==> config.mk <==
export PLATFORM = sky130hd
export DESIGN_NAME = input_debouncer
export DESIGN_NICKNAME = d
export VERILOG_FILES = /design/src/rtl/input_debouncer_pkg.sv /design/src/rtl/input_debouncer_debounce_bit.sv /design/src/rtl/input_debouncer.sv
export SDC_FILE = /design/constraint.sdc
export NUM_CORES = 1
export LEC_CHECK = 0
export CAP_MARGIN = 20
export CORE_UTILIZATION = 44
export DETAILED_ROUTE_END_ITERATION = 16
export HOLD_SLACK_MARGIN = 0.1
export PLACE_DENSITY = 0.72
export SLEW_MARGIN = 0
export SYNTH_ARGS = -nofsm -noshare
export SYNTH_HDL_FRONTEND = slang
export SYNTH_HIERARCHICAL = 1
export SYNTH_SLANG_ARGS = --single-unit
==> constraint.sdc <==
create_clock -name clk -period 2.7 [get_ports clk]
set_input_delay 0.27 -clock clk [delete_from_list [all_inputs] [get_ports clk]]
set_output_delay 0.27 -clock clk [all_outputs]
set_load 0.01 [all_outputs]
==> src/rtl/input_debouncer_pkg.sv <==
// Shared constants for the pad-input debouncer and the wrapper that consumes it.
// Defaults live here so the wrapper and the debouncer agree on sizes and reset state.
package input_debouncer_pkg;

    localparam int DEFAULT_WIDTH           = 8;
    localparam int DEFAULT_DEBOUNCE_CYCLES = 16;
    localparam int MIN_DEBOUNCE_CYCLES     = 1;
    localparam int MAX_DEBOUNCE_CYCLES     = 65535;

    // Every stable_out bit comes out of reset low; the wrapper replicates this per bit.
    localparam logic STABLE_RESET_BIT = 1'b0;

    // Counter width that can hold 0..cycles without wrapping.
    function automatic int cnt_width(input int cycles);
        return $clog2(cycles + 1);
    endfunction

    // Reports whether a requested debounce window is inside the supported range.
    function automatic bit debounce_cycles_legal(input int cycles);
        return (cycles >= MIN_DEBOUNCE_CYCLES) && (cycles <= MAX_DEBOUNCE_CYCLES);
    endfunction

endpackage

==> src/rtl/input_debouncer_debounce_bit.sv <==
// One conditioned input bit: two-flop synchronizer, persistence counter and stable flop.
// Strobes are registered so nothing downstream sees a combinational path from the pad.
module debounce_bit
    import input_debouncer_pkg::*;
#(
    parameter int DEBOUNCE_CYCLES = DEFAULT_DEBOUNCE_CYCLES,
    parameter int CNT_W           = cnt_width(DEBOUNCE_CYCLES)
) (
    input  logic clk,
    input  logic rst,
    input  logic ena,
    input  logic raw,
    output logic stable,
    output logic rise,
    output logic fall
);

    localparam logic [CNT_W-1:0] CNT_LAST = CNT_W'(DEBOUNCE_CYCLES - 1);

    logic             sync1;
    logic             sync2;
    logic [CNT_W-1:0] cnt;

    // The synchronizer keeps tracking the pad even while evaluation is frozen,
    // so re-enabling never evaluates a stale level.
    always_ff @(posedge clk or posedge rst) begin
        if (rst) begin
            sync1 <= 1'b0;
            sync2 <= 1'b0;
        end else begin
            sync1 <= raw;
            sync2 <= sync1;
        end
    end

    // A new level is accepted only after DEBOUNCE_CYCLES consecutive differing
    // samples; any return to the stable level restarts the window from zero.
    always_ff @(posedge clk or posedge rst) begin
        if (rst) begin
            stable <= STABLE_RESET_BIT;
            cnt    <= '0;
            rise   <= 1'b0;
            fall   <= 1'b0;
        end else begin
            rise <= 1'b0;
            fall <= 1'b0;
            if (!ena) begin
                cnt <= '0;
            end else if (sync2 == stable) begin
                cnt <= '0;
            end else if (cnt == CNT_LAST) begin
                stable <= sync2;
                cnt    <= '0;
                rise   <= sync2;
                fall   <= ~sync2;
            end else begin
                cnt <= cnt + 1'b1;
            end
        end
    end

endmodule

==> src/rtl/input_debouncer.sv <==
// Front-end conditioning of the raw pad byte: per-bit synchronize and debounce,
// then present the stable byte with per-bit edge strobes and a combined change pulse.
module input_debouncer
    import input_debouncer_pkg::*;
#(
    parameter int WIDTH           = DEFAULT_WIDTH,
    parameter int DEBOUNCE_CYCLES = DEFAULT_DEBOUNCE_CYCLES
) (
    input  logic             clk,
    input  logic             rst,
    input  logic             ena,
    input  logic [WIDTH-1:0] raw_in,
    output logic [WIDTH-1:0] stable_out,
    output logic [WIDTH-1:0] rise,
    output logic [WIDTH-1:0] fall,
    output logic             changed
);

    localparam int CNT_W = cnt_width(DEBOUNCE_CYCLES);

    // Bits share nothing but clock, reset and enable, so each gets its own lane.
    for (genvar i = 0; i < WIDTH; i++) begin : g_bit
        debounce_bit #(
            .DEBOUNCE_CYCLES (DEBOUNCE_CYCLES),
            .CNT_W           (CNT_W)
        ) u_bit (
            .clk    (clk),
            .rst    (rst),
            .ena    (ena),
            .raw    (raw_in[i]),
            .stable (stable_out[i]),
            .rise   (rise[i]),
            .fall   (fall[i])
        );
    end

    // Both strobes are flop outputs, so this pulse is glitch-free and lasts one cycle.
    assign changed = |(rise | fall);

endmodule

==> Word level (Yosys, flattened, before mapping) <==
Cells that the tools add are included.
{ "totals": {"ff_bits": 80, "in_bits": 11, "wordCells": 170} }
{ "classes": {"n_addsub": 8, "n_eq_ne": 16, "muxes": 72, "n_bitwise": 17, "n_reduce_logical": 9} }
{ "ops": {"columns": ["op", "n"], "rows": [
  ["two-way mux 5 bit", 24],
  ["two-way mux 1 bit", 48],
  ["adder 5 x 1 -> 5 bit (second input constant)", 8],
  ["== test 5 x 4 -> 1 bit (second input constant)", 8],
  ["AND reduction 3 bit", 8],
  ["NOT 1 bit", 16],
  ["== test 1 bit", 8],
  ["OR 8 bit", 1],
  ["OR reduction 8 bit", 1]
]} }

==> Depth between registers and ports, before layout <==
Gate-level depths: netlist of run 1.
{ "logic_depth": {"depth_word": 4, "ltp_mapped": 4} }

==> Modules after synthesis <==
The synthesis of run 1 kept the hierarchy.
{ "modules_own_cells": {"columns": ["mod", "n_inst", "cells_each", "area_each_um2"], "rows": [
  ["debounce_bit", 8, 31, 391.6],
  ["input_debouncer", 1, 5, 31.3]
]} }

==> Least setup slack after synthesis of run 1 <==
OpenSTA, ideal clock, no wires.
{ "synth_timing": {"path_type": "register -> register", "start": "reg g_bit[0].u_bit.cnt[0]", "end": "reg g_bit[0].u_bit.stable", "setup_time_ps": 125, "t_arrival_ps": 1153, "required_ps": 2575, "setup_slack_ps": 1422, "stages_incl_launch_ff": 5, "n_path_buf": 0, "period_less_slack_ps": 1278, "cell_sequence": "dfrtp_1 ha_1 and4b_1 nand2_1 mux2_4"} }
{ "synth_between": {"elab_chain_len": 2} }
{ "synth_lines": {"columns": ["element", "line", "source"], "rows": [
  ["start: declaration", "input_debouncer_debounce_bit.sv:22", "logic [CNT_W-1:0] cnt;"],
  ["start signal: assignment", "input_debouncer_debounce_bit.sv:57", "cnt <= cnt + 1'b1;"],
  ["== test 5 x 4 -> 1 bit", "input_debouncer_debounce_bit.sv:51", "end else if (cnt == CNT_LAST) begin"],
  ["AND reduction 3 bit (no source line)", null, null],
  ["end signal: assignment", "input_debouncer_debounce_bit.sv:52", "stable <= sync2;"],
  ["end: declaration", "input_debouncer_debounce_bit.sv:13", "output logic stable,"]
]} }
Every way passes these cells.
A chain may end at the register's enable or synchronous reset.

==> Final worst setup path of run 1 <==
{ "layout_timing": {"start": "reg g_bit[2].u_bit.rise", "end": "out changed"} }
{ "layout_between": {"elab_chain_len": 2} }
{ "layout_lines": {"columns": ["element", "line", "source"], "rows": [
  ["start: declaration", "input_debouncer_debounce_bit.sv:14", "output logic rise,"],
  ["start signal: assignment", "input_debouncer_debounce_bit.sv:54", "rise <= sync2;"],
  ["OR 8 bit", "input_debouncer.sv:38", "assign changed = |(rise | fall);"],
  ["OR reduction 8 bit", "input_debouncer.sv:38", null],
  ["end: declaration", "input_debouncer.sv:16", "output logic changed"]
]} }
Every way passes these cells.

==> results of run 1 <==
==> through the flow <==
step	total power, W	std cells
5_1_grt	0.002425	401
3_3_place_gp	0.001344	385
3_5_place_dp	0.001347	385
6_report	0.002318	401
2_1_floorplan	0.001305	253
4_1_cts	0.002352	401
==> power breakdown <==
part / switching [W] / internal, W / total [W] / leakage, nW
sequential: 0.0000166 / 0.00122 / 0.00124 / 1.07
combinational: 0.0000555 / 0.0000304 / 0.0000859 / 0.719
clock: 0.000397 / 0.000598 / 0.000995 / 0.117
total: 0.000469 / 0.00185 / 0.00232 / 1.91
==> cells by family (layout without fill, tap and decap cells) <==
kind of cell  count (synthesis)  count (layout)  synth area share
simple gates                125             125            0.2218
buf+inv                       8              60          0.009490
flops                        80              80            0.6327
xor+xnor                     24              24           0.06643
fa+ha+maj                     8               8           0.03163
mux                           8               8           0.03796
==> cells in the mapped netlist (all sizes together) <==
cell | number | area share
and2 | 8 | 0.016
and3 | 24 | 0.051
and4b | 8 | 0.025
dfrtp | 80 | 0.63
ha | 8 | 0.032
inv | 8 | 0.0095
mux2 | 8 | 0.038
nand2 | 16 | 0.019
nand3 | 24 | 0.038
nand4 | 1 | 0.0020
nand4b | 8 | 0.022
nor2 | 24 | 0.028
nor3 | 8 | 0.013
nor4 | 4 | 0.0079
xnor2 | 8 | 0.022
xor2 | 16 | 0.044
==> worst min path at each step <==
stage / startpoint / end / slack (ns) / cells after the start
2_1_floorplan: rst / g_bit[0].u_bit/cnt[0]$_DFF_PP0_ / 0.11 / 1
3_3_place_gp: g_bit[1].u_bit/sync1$_DFF_PP0_ / g_bit[1].u_bit/sync2$_DFF_PP0_ / 0.33 / 0
3_5_place_dp: g_bit[6].u_bit/sync1$_DFF_PP0_ / g_bit[6].u_bit/sync2$_DFF_PP0_ / 0.33 / 0
4_1_cts: raw_in[2] / g_bit[2].u_bit/sync1$_DFF_PP0_ / 0.33 / 1
5_1_grt: raw_in[6] / g_bit[6].u_bit/sync1$_DFF_PP0_ / 0.33 / 1
6_report: g_bit[7].u_bit/sync1$_DFF_PP0_ / g_bit[7].u_bit/sync2$_DFF_PP0_ / 0.35 / 0
==> worst max-delay path, cell delays in order, from the launching register on <==
cell and delay (ns):
dfrtp_1 0.39, nor4_1 0.39, nand4_1 0.18, clkdlybuf4s50_1 0.52
==> layout make-up <==
type,count,share of cell area
clock inverter,2,0.01550
inverter,8,0.007749
clock buffer,14,0.04456
tap,96,0.03100
timing repair buffer,36,0.09235
multi-input combinational,165,0.2922
sequential,80,0.5166
==> registers in the layout, summed over array words and instances (netlist names) <==
| signal | cells |
|---|---|
| g_bit.u_bit/cnt | 40 |
| g_bit.u_bit/fall | 8 |
| g_bit.u_bit/rise | 8 |
| g_bit.u_bit/stable | 8 |
| g_bit.u_bit/sync1 | 8 |
| g_bit.u_bit/sync2 | 8 |
==> layout by cell type (no fill, tap or decap), drive strengths merged <==
cell type,instances
nand3,24
nor2,24
and4b,8
clkbuf,14
ha,8
and3,24
and2,8
nand4,1
nand2,16
clkdlybuf4s50,35
nor4,4
buf,1
nand4b,8
dfrtp,80
mux2,8
xnor2,8
nor3,8
xor2,16
bufinv,2
inv,8
==> routing by layer <==
layer  GRT usage  vias to the layer above  part of all wire
met1      0.2315                      977              0.47
li1            -                      971                 -
met5           0                        -                 0
met2      0.2598                       53              0.45
met3     0.08095                        9             0.062
met4     0.06061                        0             0.014
==> key figures, run 1 <==
Routing
  – Via-to-Cell Ratio: 5.012
  – Routed len/inst: between 10 and 15 um
  – # DRC: 0
  – Post-Route WL: about 5600 um
  – Antenna-violating nets left: 0
  – Vias: around 2,000
  – DR iter-0 viols: 100
  – Drt pass-1 iters: 4

Finish
  – Finished Cell Area: around 0.0039 mm2
  – Area of the multi-input gates: ~0.0011 mm2
  – Diode count: 0
  – Fill cells: 594
  – Area grow syn2layout: 22.46%
  – Post-layout util: 0.5641
  – Nets: roughly 320
  – Layout cells sized above 1: 0.1016
  – FF/Latch Area: 0.002002 mm2

Yosys
  – #FFs+latches synth: 80
  – Synth unique cells: 17
  – Register area share after synthesis: 0.6327
  – Synth Instances: ~250
  – Synthesized area per cell: between 10 and 15 um2
  – Ys Warns: 6
  – Net Count, Synth: 272
  – Mapped Area: approximately 0.0032 mm2

Clocking
  – Clk slew on worst S/H paths: approximately 0.070 ns
  – CTS tree: yes
  – Post-CTS sizing: 0
  – CTS Buf Count: 9
  – Clk Tree Root Cell: clkbuf_8
  – Clk Latency, worst-skew pair: between 0.3 and 0.4 ns
  – Htree depth: 3
  – # hold bufs at CTS: 0
  – # Post-CTS Setup Buffers: 0
  – CTS Buffer Depth: 2
  – CTS Sinks: 80

Critical path
  – Crit path from: g_bit[2].u_bit/rise$_DFF_PP0_
  – Worst Path Arrival: 1.82 ns
  – Critical R2R Capture: g_bit[2].u_bit/stable$_DFFE_PP0P_
  – Critical Path RT: about 2.4 ns
  – Cell count of the worst reg-to-reg path: 4
  – R2r startpoint: g_bit[2].u_bit/cnt[0]$_DFF_PP0_
  – CP Launch Type: register
  – Kind of critical path: reg2out
  – CP Capture Point: changed
  – Worst-path fanout max: 2
  – FF-to-FF setup slack: ~1.3 ns
  – Worst setup EP type: output port

STA
  – Crit share post-route: 0.7758
  – RSZ-0062 raised after global routing: false
  – Pins over their slew limit: 0
  – Hold Vio Cnt, Final: 0
  – Layout Skew: approximately 0.0071 ns
  – Min Hold Slack: about 0.35 ns
  – Actual slew at the worst max-slew pin: 0.4181 ns
  – Final WS setup: 0.6053 ns
  – Slew margin rel.: 0.7204
  – Maximum clock frequency: between 400 and 500 MHz
  – Final setup viols: 0
  – Min cycle time layout: between 2 and 2.5 ns
  – Total Negative Setup Slacks: 0 ns

Power
  – Worst vdd ir: 380.2 uV
  – Pwr Density: between 500 and 600 mW/mm2
  – Pleak: 1.908 nW

Global routing
  – Total global-route track usage: 0.1768
  – First-pass GRT wire length: 9867 um
  – Total gr overflow: 0
  – Number of global-route vias before repair: about 2,100
  – Largest net degree at the start of global routing: 33
  – Initial antenna violation count: 0

Min path
  – Hold WC Path Type: reg2reg

Floorplan
  – Cell Rows: 30
  – Starting density of the core: 0.4607
  – Ports: 36
  – Die width: approximately 87 um
  – Core area: between 0.006 and 0.007 mm2
  – Die Y: roughly 87 um
  – Full die area: between 0.007 and 0.008 mm2

Placed design
  – Setup WS pre-CTS: ~0.95 ns
  – Post-DP HPWL: ~3900 um
  – Port bufs: 35
  – GP Congestion: 0.8025
  – Placed cell area: approximately 0.0036 mm2

Run status
  – Status: finished, final reports clean

Flow run
  – Max-cap violation count: 0
Power figures use the tool's default switching activity.
==> run 2, diff against run 1 <==
- PLACE_DENSITY: 0.72 -> 0.75
- clock period: 2.7 -> 1.7 ns (I/O delays scaled with it)
==> key figures, run 2 (synthesized netlist as in run 1, its figures left out) <==
Power
  – Pleak: 1.929 nW (+1.1%)
  – Pwr Density: 920.2 mW/mm2 (+54%)
  – Worst vdd ir: 448.8 uV (+18%)

Critical path
  – Critical R2R Capture: g_bit[0].u_bit/stable$_DFFE_PP0P_
  – Worst setup EP type: output port
  – Max incr delay on CP: 0.58 ns (+0.06 ns)
  – Worst Path Arrival: 1.44 ns (-0.38 ns)
  – Cell count of the worst reg-to-reg path: 4 (unchanged)
  – CP delay by family, top: buffers and inverters
  – CP Launch Type: register
  – FF-to-FF setup slack: 0.34 ns (-1.00 ns)
  – Worst-path fanout max: 2 (unchanged)
  – R2r startpoint: g_bit[0].u_bit/cnt[0]$_DFF_PP0_
  – Critical path's slowest cell: clkdlybuf4s50_1
  – Cells along the critical path: buf_4 -> clkdlybuf4s50_1
  – Buffers plus inverters on the worst setup path: 2 (+1)
  – Kind of critical path: reg2out
  – Critical Path RT: 1.53 ns (-0.90 ns)

Placed design
  – Inst Count DP: 385 (unchanged)
  – Port bufs: 35 (unchanged)
  – Post-DP HPWL: 3944 um (+1.3%)
  – GP Congestion: 0.7979 (-0.57%)

Finish
  – Post-layout util: 0.5703 (+0.006193)
  – Fill cells: 569 (-4.2%)
  – Area grow syn2layout: 23.80%
  – Diode count: 0 (unchanged)
  – Most frequent cells in the layout: dfrtp_1 (80), clkdlybuf4s50_1 (34), nor2_1 (24), nand3_1 (24)
  – FF/Latch Area: 0.002002 mm2 (unchanged)
  – Layout cells sized above 1: 0.1209 (+0.01928)
  – Fin cells: 402 (+0.25%)
  – Reg with most FFs: g_bit.u_bit/cnt
  – Nets: 320 (+0.31%)
  – Max reg flops: 40 (unchanged)
  – Area of the multi-input gates: 0.001169 mm2 (+3.2%)
  – Most common cell after layout, fill and taps aside: dfrtp_1

Floorplan
  – Ports: 36 (unchanged)
  – Core area: 0.006869 mm2 (unchanged)
  – Starting density of the core: 0.4607 (unchanged)
  – Cell Rows: 30 (unchanged)
  – Full die area: 0.007535 mm2 (unchanged)
  – Die Y: 86.81 um (unchanged)
  – Die width: 86.81 um (unchanged)

STA
  – Layout Skew: 0.009008 ns (+0.001889 ns)
  – Crit share post-route: 0.9486
  – Min Hold Slack: 0.2524 ns (-0.09897 ns)
  – Actual slew at the worst max-slew pin: 0.3877 ns (-0.03035 ns)
  – Slew margin rel.: 0.7412 (+0.02082)
  – Maximum clock frequency: just over 600 MHz
  – Final setup viols: 0 (unchanged)
  – Hold Vio Cnt, Final: 0 (unchanged)
  – Min cycle time layout: about 1.6 ns
  – Pins over their slew limit: 0 (unchanged)

Global routing
  – Largest net degree at the start of global routing: 33 (unchanged)
  – Total gr overflow: 0 (unchanged)
  – Initial antenna violation count: 0 (unchanged)
  – First-pass GRT wire length: 9390 um (-4.8%)
  – Number of global-route vias before repair: 2,042 (-2.9%)
  – Total global-route track usage: 0.1698 (-0.007028)

Clocking
  – CTS tree: yes
  – Clk Latency, worst-skew pair: 0.35 ns (about the same)
  – Htree depth: 3 (unchanged)
  – # hold bufs at CTS: 0 (unchanged)
  – CTS Buf Count: 9 (unchanged)
  – CTS Buffer Depth: 2 (unchanged)
  – Clk slew on worst S/H paths: 0.09 ns (+0.02 ns)
  – CTS Sinks: 80 (unchanged)
  – Clk Tree Root Cell: clkbuf_8

Routing
  – Drt pass-1 iters: 4 (unchanged)
  – Vias: 2,008 (-0.10%)
  – DR iter-0 viols: 95 (-5.0%)
  – Antenna-violating nets left: 0 (unchanged)
  – Post-Route WL: 5421 um (-3.5%)
  – Routed len/inst: 13.49 um (-3.7%)
  – # DRC: 0 (unchanged)
  – Via-to-Cell Ratio: 4.995 (-0.35%)

Min path
  – Hold path cells: 1 (+1)
  – WHS Endpoint: g_bit[6].u_bit/sync1$_DFF_PP0_
  – Hold WC Path Type: in2reg
  – Worst Min Path Start: raw_in[6]

Flow run
  – Max-cap violation count: 0 (unchanged)

Run status
  – Status: finished, final reports clean
==> run 2: cell type report <==
type,count,share of cell area
sequential,80,0.5110
multi-input combinational,165,0.2983
timing repair buffer,37,0.09645
clock buffer,9,0.03162
tap,96,0.03066
clock inverter,7,0.02427
inverter,8,0.007665
==> run 2: how the worst max path moves through the flow <==
| stage | cells past startpoint | from | to | slack, ns |
|---|---|---|---|---|
| floorplan | 4 | g_bit[0].u_bit/cnt[0]$_DFF_PP0_ | g_bit[0].u_bit/stable$_DFFE_PP0P_ | 0.42 |
| global placement | 3 | g_bit[2].u_bit/rise$_DFF_PP0_ | changed | 0.11 |
| detailed placement | 3 | g_bit[2].u_bit/rise$_DFF_PP0_ | changed | 0.11 |
| CTS | 3 | g_bit[4].u_bit/fall$_DFF_PP0_ | changed | 0.01 |
| global route | 3 | g_bit[2].u_bit/rise$_DFF_PP0_ | changed | -0.008 |
| finish | 2 | g_bit[2].u_bit/rise$_DFF_PP0_ | rise[2] | 0.09 |
==> run 2: power breakdown <==
| part | internal (W) | switching (W) | leakage, nW |
|---|---|---|---|
| Combinational | 0.0000511 | 0.0000861 | 0.747 |
| Sequential | 0.00194 | 0.0000266 | 1.07 |
| Clock | 0.000828 | 0.000675 | 0.110 |
==> run 2: repair_timing <==
item | in CTS | in global routing
pin swaps | 1 | 1
endpoints found under the setup margin | 1 | 1
setup buffers | 0 | 1
resized for setup | 3 | 4
hold endpoints to repair | 0 | 0
==> run 2: metal layers <==
metal  up-vias  global-route usage  share of wire
met5         -                   0              0
met4         0             0.09091          0.020
met3         9             0.06381          0.069
met2        49              0.2470           0.45
met1       971              0.2204           0.46
li1        979                   -              -
==> run 2: per-stage QoR <==
stage | instance area, um2 | total power (W) | setup TNS, ns | setup slack (ns)
6_report | 3918 | 0.003605 | 0 | 0.08742
5_1_grt | 3918 | 0.003772 | -0.008161 | -0.008161
4_1_cts | 3885 | 0.003656 | 0 | 0.01054
3_5_place_dp | 3655 | 0.002145 | 0 | 0.1141
3_3_place_gp | 3655 | 0.002138 | 0 | 0.1089
2_1_floorplan | 3164 | 0.002073 | 0 | 0.4217
